### src/rtl/bch_decoder.sv
// rtl/bch_decoder.sv - bit-serial BCH(63,51) t=2 decoder with inversion-free Chien-search correction
module bch_decoder #(
    parameter int N = 63,
    parameter int K = 51
) (
    input  logic         clk,
    input  logic         rst,
    input  logic         valid_in,
    output logic         ready_out,
    input  logic         data_in,
    input  logic         ready_in,
    output logic         valid_out,
    output logic         data_out,
    output logic [K-1:0] data_out_all,
    output logic [1:0]   err_count,
    output logic         uncorrectable,
    output logic         done
);

    localparam logic [5:0] LAST     = 6'(N - 1);
    localparam logic [5:0] MSG_LAST = 6'(K - 1);

    typedef enum logic [2:0] {
        IDLE  = 3'd0,
        RECV  = 3'd1,
        SIGMA = 3'd2,
        CHIEN = 3'd3,
        OUT   = 3'd4,
        DONE  = 3'd5
    } state_t;

    state_t state, state_nxt;

    logic [5:0]   cnt;
    logic [N-1:0] cw;
    logic [N-1:0] raw;
    logic [5:0]   s1, s3;
    logic [5:0]   c0, t1, t2;
    logic [1:0]   roots, exp_roots, err_int;
    logic         corr_en, unc_int;

    // Multiply by alpha in GF(64), p(x) = x^6 + x + 1: alpha^6 folds back to alpha + 1.
    function automatic logic [5:0] mul_a(input logic [5:0] x);
        return {x[4:0], 1'b0} ^ {4'b0000, x[5], x[5]};
    endfunction

    function automatic logic [5:0] gf_mul(input logic [5:0] a, input logic [5:0] b);
        logic [5:0] acc;
        logic [5:0] sh;
        acc = 6'd0;
        sh  = a;
        for (int i = 0; i < 6; i++) begin
            if (b[i]) acc = acc ^ sh;
            sh = mul_a(sh);
        end
        return acc;
    endfunction

    logic [5:0] s1_sq, s1_cu, d_term, chien_sum;
    logic [1:0] roots_nxt;
    logic       accept, flip;

    assign s1_sq     = gf_mul(s1, s1);
    assign s1_cu     = gf_mul(s1_sq, s1);
    assign d_term    = s3 ^ s1_cu;
    assign chien_sum = c0 ^ t1 ^ t2;
    assign flip      = (state == CHIEN) && corr_en && (chien_sum == 6'd0);
    assign roots_nxt = roots + {1'b0, flip};
    assign accept    = valid_in && ready_out;

    always_ff @(posedge clk or posedge rst) begin
        if (rst) state <= IDLE;
        else     state <= state_nxt;
    end

    always_comb begin
        state_nxt = state;
        ready_out = 1'b0;
        valid_out = 1'b0;
        data_out  = 1'b0;
        done      = 1'b0;
        case (state)
            IDLE: begin
                ready_out = 1'b1;
                if (valid_in) state_nxt = RECV;
            end
            RECV: begin
                ready_out = 1'b1;
                if (valid_in && cnt == LAST) state_nxt = SIGMA;
            end
            SIGMA: state_nxt = CHIEN;
            CHIEN: begin
                if (cnt == LAST) state_nxt = OUT;
            end
            OUT: begin
                valid_out = 1'b1;
                data_out  = cw[LAST - cnt];
                if (ready_in && cnt == MSG_LAST) state_nxt = DONE;
            end
            DONE: begin
                done      = 1'b1;
                state_nxt = IDLE;
            end
            default: state_nxt = IDLE;
        endcase
    end

    always_ff @(posedge clk or posedge rst) begin
        if (rst) begin
            cnt           <= 6'd0;
            cw            <= '0;
            raw           <= '0;
            s1            <= 6'd0;
            s3            <= 6'd0;
            c0            <= 6'd0;
            t1            <= 6'd0;
            t2            <= 6'd0;
            roots         <= 2'd0;
            exp_roots     <= 2'd0;
            err_int       <= 2'd0;
            corr_en       <= 1'b0;
            unc_int       <= 1'b0;
            data_out_all  <= '0;
            err_count     <= 2'd0;
            uncorrectable <= 1'b0;
        end else begin
            case (state)
                IDLE: begin
                    if (accept) begin
                        cw[LAST]  <= data_in;
                        raw[LAST] <= data_in;
                        s1        <= {5'd0, data_in};
                        s3        <= {5'd0, data_in};
                        cnt       <= 6'd1;
                    end
                end
                RECV: begin
                    if (accept) begin
                        cw[LAST - cnt]  <= data_in;
                        raw[LAST - cnt] <= data_in;
                        s1  <= mul_a(s1) ^ {5'd0, data_in};
                        s3  <= mul_a(mul_a(mul_a(s3))) ^ {5'd0, data_in};
                        cnt <= (cnt == LAST) ? 6'd0 : cnt + 6'd1;
                    end
                end
                SIGMA: begin
                    // Locator scaled by S1 so no field inversion is needed; roots are unchanged.
                    c0        <= s1;
                    t1        <= mul_a(s1_sq);
                    t2        <= mul_a(mul_a(d_term));
                    corr_en   <= (s1 != 6'd0);
                    unc_int   <= (s1 == 6'd0) && (s3 != 6'd0);
                    exp_roots <= (s1 == 6'd0) ? 2'd0 : ((d_term == 6'd0) ? 2'd1 : 2'd2);
                    roots     <= 2'd0;
                    cnt       <= 6'd0;
                end
                CHIEN: begin
                    if (flip) cw[LAST - cnt] <= ~cw[LAST - cnt];
                    roots <= roots_nxt;
                    t1    <= mul_a(t1);
                    t2    <= mul_a(mul_a(t2));
                    if (cnt == LAST) begin
                        cnt <= 6'd0;
                        // A root-count shortfall means more than two errors; hand on the word as received.
                        if (roots_nxt != exp_roots) begin
                            unc_int <= 1'b1;
                            cw      <= raw;
                            err_int <= 2'd0;
                        end else begin
                            err_int <= roots_nxt;
                        end
                    end else begin
                        cnt <= cnt + 6'd1;
                    end
                end
                OUT: begin
                    if (ready_in) begin
                        if (cnt == MSG_LAST) begin
                            cnt           <= 6'd0;
                            data_out_all  <= cw[N-1:N-K];
                            err_count     <= err_int;
                            uncorrectable <= unc_int;
                        end else begin
                            cnt <= cnt + 6'd1;
                        end
                    end
                end
                DONE: begin
                    cnt       <= 6'd0;
                    s1        <= 6'd0;
                    s3        <= 6'd0;
                    c0        <= 6'd0;
                    t1        <= 6'd0;
                    t2        <= 6'd0;
                    roots     <= 2'd0;
                    exp_roots <= 2'd0;
                    err_int   <= 2'd0;
                    corr_en   <= 1'b0;
                    unc_int   <= 1'b0;
                end
                default: cnt <= 6'd0;
            endcase
        end
    end

endmodule
### config.mk
export PLATFORM = sky130hd
export DESIGN_NAME = bch_decoder
export DESIGN_NICKNAME = d
export VERILOG_FILES = /design/src/rtl/bch_decoder.sv
export SDC_FILE = /design/constraint.sdc
export NUM_CORES = 1
export LEC_CHECK = 0
export CORE_MARGIN = 2
export CORE_UTILIZATION = 54
export DETAILED_ROUTE_END_ITERATION = 10
export PLACE_DENSITY = 0.73
export SLEW_MARGIN = 20
export SYNTH_ARGS = -nofsm -noshare
export SYNTH_HDL_FRONTEND = slang
export SYNTH_SLANG_ARGS = --single-unit
export TNS_END_PERCENT = 5
### constraint.sdc
create_clock -name clk -period 9.1 [get_ports clk]
set_input_delay 2.73 -clock clk [delete_from_list [all_inputs] [get_ports clk]]
set_output_delay 2.73 -clock clk [all_outputs]
set_load 0.03 [all_outputs]
==> flow_summary.ini <==
[run_status]
outcome = finished clean

[floorplan]
floorplan.io_pins = 63
die_boundary_width_um = 161
core_mm2 = 0.0243
die-height_um = 161
num_rows = 57
die_outline_area_mm2 = 0.0260
effective_utilization_at_floorplan = 0.550

[synthesis]
synth-edff-count = 0
synthesis.instances = 1551
avgSynthCellArea_um2 = 8.62
yosysSeqAreaShare = 0.425
yosysTopAreaCellShare = 0.425
postSynth.asyncResetShare = 1.00
yosysWarnings = 0
netlist_area_mm2 = 0.0134
synth.lib_cells_used.distinct = 72
synthesized_flop_and_latch_total = 227
post-synth-top-area-cell = sky130_fd_sc_hd__dfrtp_1
synth_area_leaders = sky130_fd_sc_hd__dfrtp_1, sky130_fd_sc_hd__o21ai_0, sky130_fd_sc_hd__nand2_1
post-synth-top-count-cell = sky130_fd_sc_hd__nand2_1
synth_common_cells = sky130_fd_sc_hd__nand2_1, sky130_fd_sc_hd__o21ai_0, sky130_fd_sc_hd__dfrtp_1
mappedNetlistNets = 1564
synth-main-ff-cell = sky130_fd_sc_hd__dfrtp_1

[timing]
report.final.hold_viol_count = 0
grt_setup_unrepaired = false
finalWorstSetupSlack_ns = 1.25
timing.max_slew.rel_slack = 0.166
worst_slew_pin_slew_ns = 1.25
setup_viol = 0
fin_setup_tns_ns = 0
slew_violations = 0
layout_worst_path_cycle_share = 0.863
final.min_clock_period_ns = 7.85
clock.fmax_ghz = 0.127
worst_clock_skew_ns = 0.0146

[hold_path]
worstHoldPathType = register to register

[routing]
drtAntennaViolNets = 0
top_layer_reached_by_signal_wires = met4
drtIter0Drc = 1587
detailroute.wirelength.met3_mm = 3.76
drt_pass1_iterations = 6
aggregate_routed_wire_length_mm = 40.0
drc_errors = 0
wire_per_inst_um = 21.1
dr_wl_met2_mm = 17.6
routed-via-count = 12000
vias_per_cell = 6.36
detail_route.wirelength.met1_mm = 17.4

[pwr]
lkg_pwr_nw = 6.94
ir_worst_vdd_v = 0.000159
power_per_standard_cell_area_mw_per_mm2 = 142

[layout]
fill_cells = 2082
fin_util = 0.618
final_layout_size_suffix_gt1_frac = 0.0962
diodes = 0
flow.area_growth_from_synthesis_pct = 12.3
final_design_area_no_fill_mm2 = 0.0150
nets = 1564
stdcell_count = 1894

[setup_path]
capturing_element_type_of_the_critical_path = primary output
crit_path_dat_ns = 5.12
timing.critical_path.fanout_max = 33
path_class = register to primary output
worstSetupStartpointType = register
required_ns = 6.37

[grt]
grt_start_max_net_pins = 105
overflow_after_grt = 0
grt_pass1_wl_mm = 64.1
number_of_global_route_vias_before_repair = 11300
grt_antenna_before_repair = 0
grt.total_usage = 0.311

[cts]
postCtsResizedCells = 0
clk_pin_slew_worst_paths_ns = 0.07
clock_latency_ns = 0.53
cts_sinks = 227
cts.hold.buffers_added = 0
htreeDepth = 1
clk_path_buf_depth = 3
cts_buffers = 25
cts.root.buffer_cell = sky130_fd_sc_hd__clkbuf_16
tritoncts_clock_tree = yes
post-cts-setup-buffer-count = 0

[placement]
pre_cts_ws_ns = 1.86
detailedPlacementHpwl_mm = 25.9
gp_congestion = 0.933
buffer_ports.inserted = 62
dp_cells = 1848
postPlaceCellArea_mm2 = 0.0141

[job]
maxCapViolations = 0
## cell usage in the layout, fill, tap and decap left out, types with 5 or more instances in the layout
cell type / n
sky130_fd_sc_hd__clkbuf_8: 7
sky130_fd_sc_hd__a31oi_1: 8
sky130_fd_sc_hd__ha_1: 8
sky130_fd_sc_hd__clkdlybuf4s50_1: 61
sky130_fd_sc_hd__o21ai_1: 6
sky130_fd_sc_hd__xor2_1: 25
sky130_fd_sc_hd__inv_1: 11
sky130_fd_sc_hd__clkinv_2: 5
sky130_fd_sc_hd__o22ai_1: 9
sky130_fd_sc_hd__a221oi_1: 7
sky130_fd_sc_hd__xnor2_1: 40
sky130_fd_sc_hd__nand2b_1: 8
sky130_fd_sc_hd__nand2_1: 241
sky130_fd_sc_hd__mux2_2: 58
sky130_fd_sc_hd__and2_1: 7
sky130_fd_sc_hd__clkbuf_16: 25
sky130_fd_sc_hd__dfrtp_1: 227
sky130_fd_sc_hd__mux2i_1: 80
sky130_fd_sc_hd__nor3_1: 13
sky130_fd_sc_hd__a22oi_1: 5
sky130_fd_sc_hd__and3_1: 9
sky130_fd_sc_hd__nand3_1: 145
sky130_fd_sc_hd__buf_4: 22
sky130_fd_sc_hd__o21ai_0: 236
sky130_fd_sc_hd__nand4_1: 7
sky130_fd_sc_hd__a21oi_1: 99
sky130_fd_sc_hd__nor2_1: 103
## worst max-delay path: stages, from the launching register on
cell,delay [ns]
sky130_fd_sc_hd__dfrtp_1,0.50
sky130_fd_sc_hd__ha_1,0.49
sky130_fd_sc_hd__xnor2_4,0.85
sky130_fd_sc_hd__mux2_1,0.38
sky130_fd_sc_hd__a221o_1,0.28
sky130_fd_sc_hd__o21ai_0,0.09
sky130_fd_sc_hd__o21ai_1,0.12
sky130_fd_sc_hd__a22oi_2,0.40
sky130_fd_sc_hd__and2_1,0.62
sky130_fd_sc_hd__a21oi_1,0.21
sky130_fd_sc_hd__clkdlybuf4s50_1,0.63
## layout make-up
cell class / instances / area [µm²] / share of cell area
sequential: 227 / 5680 / 0.378
timing repair buffer: 84 / 781 / 0.0520
inverter: 15 / 63.8 / 0.00425
tap: 324 / 405 / 0.0270
clock buffer: 34 / 729 / 0.0486
clock inverter: 12 / 169 / 0.0112
multi-input combinational: 1198 / 7190 / 0.479
## sequential cells by signal, summed over array words and instances (netlist names)
name / cells
state: 3
raw: 63
unc_int: 1
roots: 2
t2: 6
data_out_all: 51
s1: 6
corr_en: 1
t1: 6
s3: 6
exp_roots: 2
cw: 63
uncorrectable: 1
err_int: 2
cnt: 6
err_count: 2
c0: 6
## layer usage
| layer | global-route usage | vias up |
|---|---|---|
| li1 | - | 5469 |
| met1 | 0.460 | 5848 |
| met2 | 0.457 | 620 |
| met3 | 0.0645 | 100 |
| met4 | 0.0990 | 0 |
| met5 | 0 | - |
## through the flow
step	hold slack, ns	power, mW
floorplan	0.469	1.05
global placement	0.482	1.06
detailed placement	0.489	1.06
CTS	0.505	2.15
global route	0.514	2.20
finish	0.502	2.14
## final timing paths
| path | from | endpoint | slack, ns | depth (start not counted) |
|---|---|---|---|---|
| min in group asynchronous | rst | t2[1]$_DFFE_PP0N_ | 2.75 | 2 |
| max | cnt[0]$_DFFE_PP0P_ | data_out | 1.25 | 10 |
| min reg2reg | data_out_all[0]$_DFFE_PP0P_ | data_out_all[0]$_DFFE_PP0P_ | 0.50 | 1 |
| max in group asynchronous | rst | cw[4]$_DFFE_PP0P_ | 5.02 | 3 |
| max reg2reg | state[0]$_DFFE_PP0P_ | cw[48]$_DFFE_PP0P_ | 3.85 | 13 |
| min | data_out_all[0]$_DFFE_PP0P_ | data_out_all[0]$_DFFE_PP0P_ | 0.50 | 1 |
## kinds of logic (layout without fill, tap and decap cells)
| group | count (synthesis) | count (layout) | share of synthesized area |
|---|---|---|---|
| DFF | 227 | 227 | 0.425 |
| xor gates and xnor gates | 74 | 74 | 0.0561 |
| adders and majority gates | 8 | 8 | 0.00749 |
| muxes | 144 | 144 | 0.117 |
| and+or+nand+nor | 559 | 559 | 0.184 |
| buffers and inverters | 126 | 145 | 0.0395 |
| AOI/OAI and AO/OA | 413 | 413 | 0.171 |
## power by group
part	internal, mW	switching, mW	total [mW]
Clock	0.675	0.428	1.10
Sequential	1.01	0	1.01
Combinational	0.00290	0.0255	0.0284
(Power assumes the default switching activity.)
==> edit, RTL diff (same settings) <==
Change the parameter `N` from 63 to 126.
--- a/src/rtl/bch_decoder.sv
+++ b/src/rtl/bch_decoder.sv
@@ -1,5 +1,5 @@
 // rtl/bch_decoder.sv - bit-serial BCH(63,51) t=2 decoder with inversion-free Chien-search correction
 module bch_decoder #(
-    parameter int N = 63,
+    parameter int N = 126,
     parameter int K = 51
 ) (
Check against the original RTL: same outputs for any inputs over 4 cycles, from zero or initial values and one cycle with rst high; that may be too few to reach the edited logic, so the function may still have changed.
==> edit against the original RTL <==
Wire length shrank 13%; global-route usage shrank 2.4 points; sequential cell count shrank 49; non-clock buffer count shrank 57; critical path depth is the same; synthesized area shrank 5.7%; die area shrank 5.6%; setup slack gained 840 ps; via count shrank 12%; design area shrank 12%.
Power is not compared: it rests on default switching activity, and its combinational part moved more than twofold at a synthesized area within 25%.
==> edit: results (changes against the original RTL) <==
metric,value,unit,change
reg.largest.list,"cw: 64 flops, raw: 64 flops",,
nFillCells,1979,,-4.9%
fin_nets,1334,,-15%
n_antenna_cell,0,,unchanged
num_vias,10550,,-12%
synth_area_leaders,"dfrtp_1, mux2i_1, mux2_2",,
portBuffers,11,,-82%
grt_max_degree,91,,-13%
synth.distinct_cells,81,,+13%
final_layout_size_suffix_gt1_frac,0.1242,,+0.02807
vdd.ir_drop.worst,155.4,uV,
drt_iter0_drc,1311,,-17%
fin_cells,1641,,-13%
outcome,finished clean,,
post_cts_resized,0,,unchanged
cp.arrival,4280,ps,-840 ps
synth.top_cells.by_count,"dfrtp_1, nand2_1, nor2_1",,
crit_fanout,27,,-18%
dpl_cell_area,0.01257,mm2,-11%
seq_area_frac_synth,0.3535,,-0.07144
worst_pin_slew,1131,ps,-114.6 ps
grt_pass1_wl,55000,um,-14%
fin_skew,18.01,ps,+3.452 ps
synth_edf_count,0,,unchanged
postCtsSetupRepairBufs,0,,unchanged
wl_per_cell,21.10,um,about the same
async_flop_share,1.000,,unchanged
clk_latency,440,ps,-90 ps
cts_buffers,17,,-32%
dp_slack,2654,ps,+789.8 ps
dpl.hpwl,22420,um,-13%
gp_congestion,0.9278,,-0.53%
clock_path_buffers,2,,-1
ctsHtreeMaxLevel,4,,+3
grt_pass1_vias,9879,,-13%
syn-instance-count,1377,,-11%
leakage,5.411,nW,
gr-usage-all-layers,0.2861,,-0.02446
yosys_warnings,0,,unchanged
## edit: changes by cell type after synthesis, sizes merged, moves of 19 or more
cell,before,now
o21ai,242,115
nor2,104,135
nand2,242,155
o22ai,9,58
o21a,3,22
buf,35,78
dfrtp,227,178
nand3,146,21
a21oi,101,64
## edit: power by group
part	switching [mW]	total, mW	internal [mW]
Clock	0.370	0.739	0.369
Sequential	0.235	1.24	1.01
Combinational	1.07	1.83	0.761
## edit: critical path: stages, from the launching register on
cell and delay, ps:
dfrtp_1 360, buf_4 400, inv_1 160, ha_1 670, mux4_2 390, mux2i_1 210
inv_1 60, a222oi_1 400, and3_2 480, nor2_1 90, clkdlybuf4s50_1 600
## edit: kinds of logic after synthesis
kind of cell,share of synthesized area
DFF,0.3535
xor gates and xnor gates,0.06692
buffers and inverters,0.07327
and+or+nand+nor,0.1392
other,0.0002976
adders and majority gates,0.01390
AOI/OAI and AO/OA,0.1850
muxes,0.1680
## edit: final timing paths
kind,from,endpoint,slack (ps),depth (start not counted)
worst max-delay path,cnt[1],data_out,2090,10
worst min-delay path,raw[33],raw[33],500,1
worst max register to register,state[1],cw[61],3380,13
worst min register to register,raw[33],raw[33],500,1
max in group asynchronous,rst,cw[45],5070,3
min in group asynchronous,rst,cw[27],2830,2
## edit: final cells by class
type	instances	area, um2	area share
flip-flops and latches	178	4454	0.3385
repair buffers	27	227.7	0.01730
well taps	313	391.6	0.02976
inverters	20	80.08	0.006085
multi-input cells	1071	7418	0.5637
clock inverters	15	162.7	0.01236
clock buffers	17	425.4	0.03233
## edit: through the flow
stage / util / hold slack [ps]
3_3_place_gp: 0.5519 / 481.4
4_1_cts: 0.5778 / 499.7
5_1_grt: 0.5778 / 518.1
3_5_place_dp: 0.5519 / 486.5
2_1_floorplan: - / 461.3
6_report: 0.5778 / 503.2
## edit: metal layers
layer,wire length (um),up-vias,global-route usage,part of all wire
met3,2936,74,0.06342,0.085
met1,14960,5209,0.4043,0.43
li1,-,4722,-,-
met5,0,-,0,0
met2,15820,548,0.4330,0.46
met4,923,0,0.1018,0.027
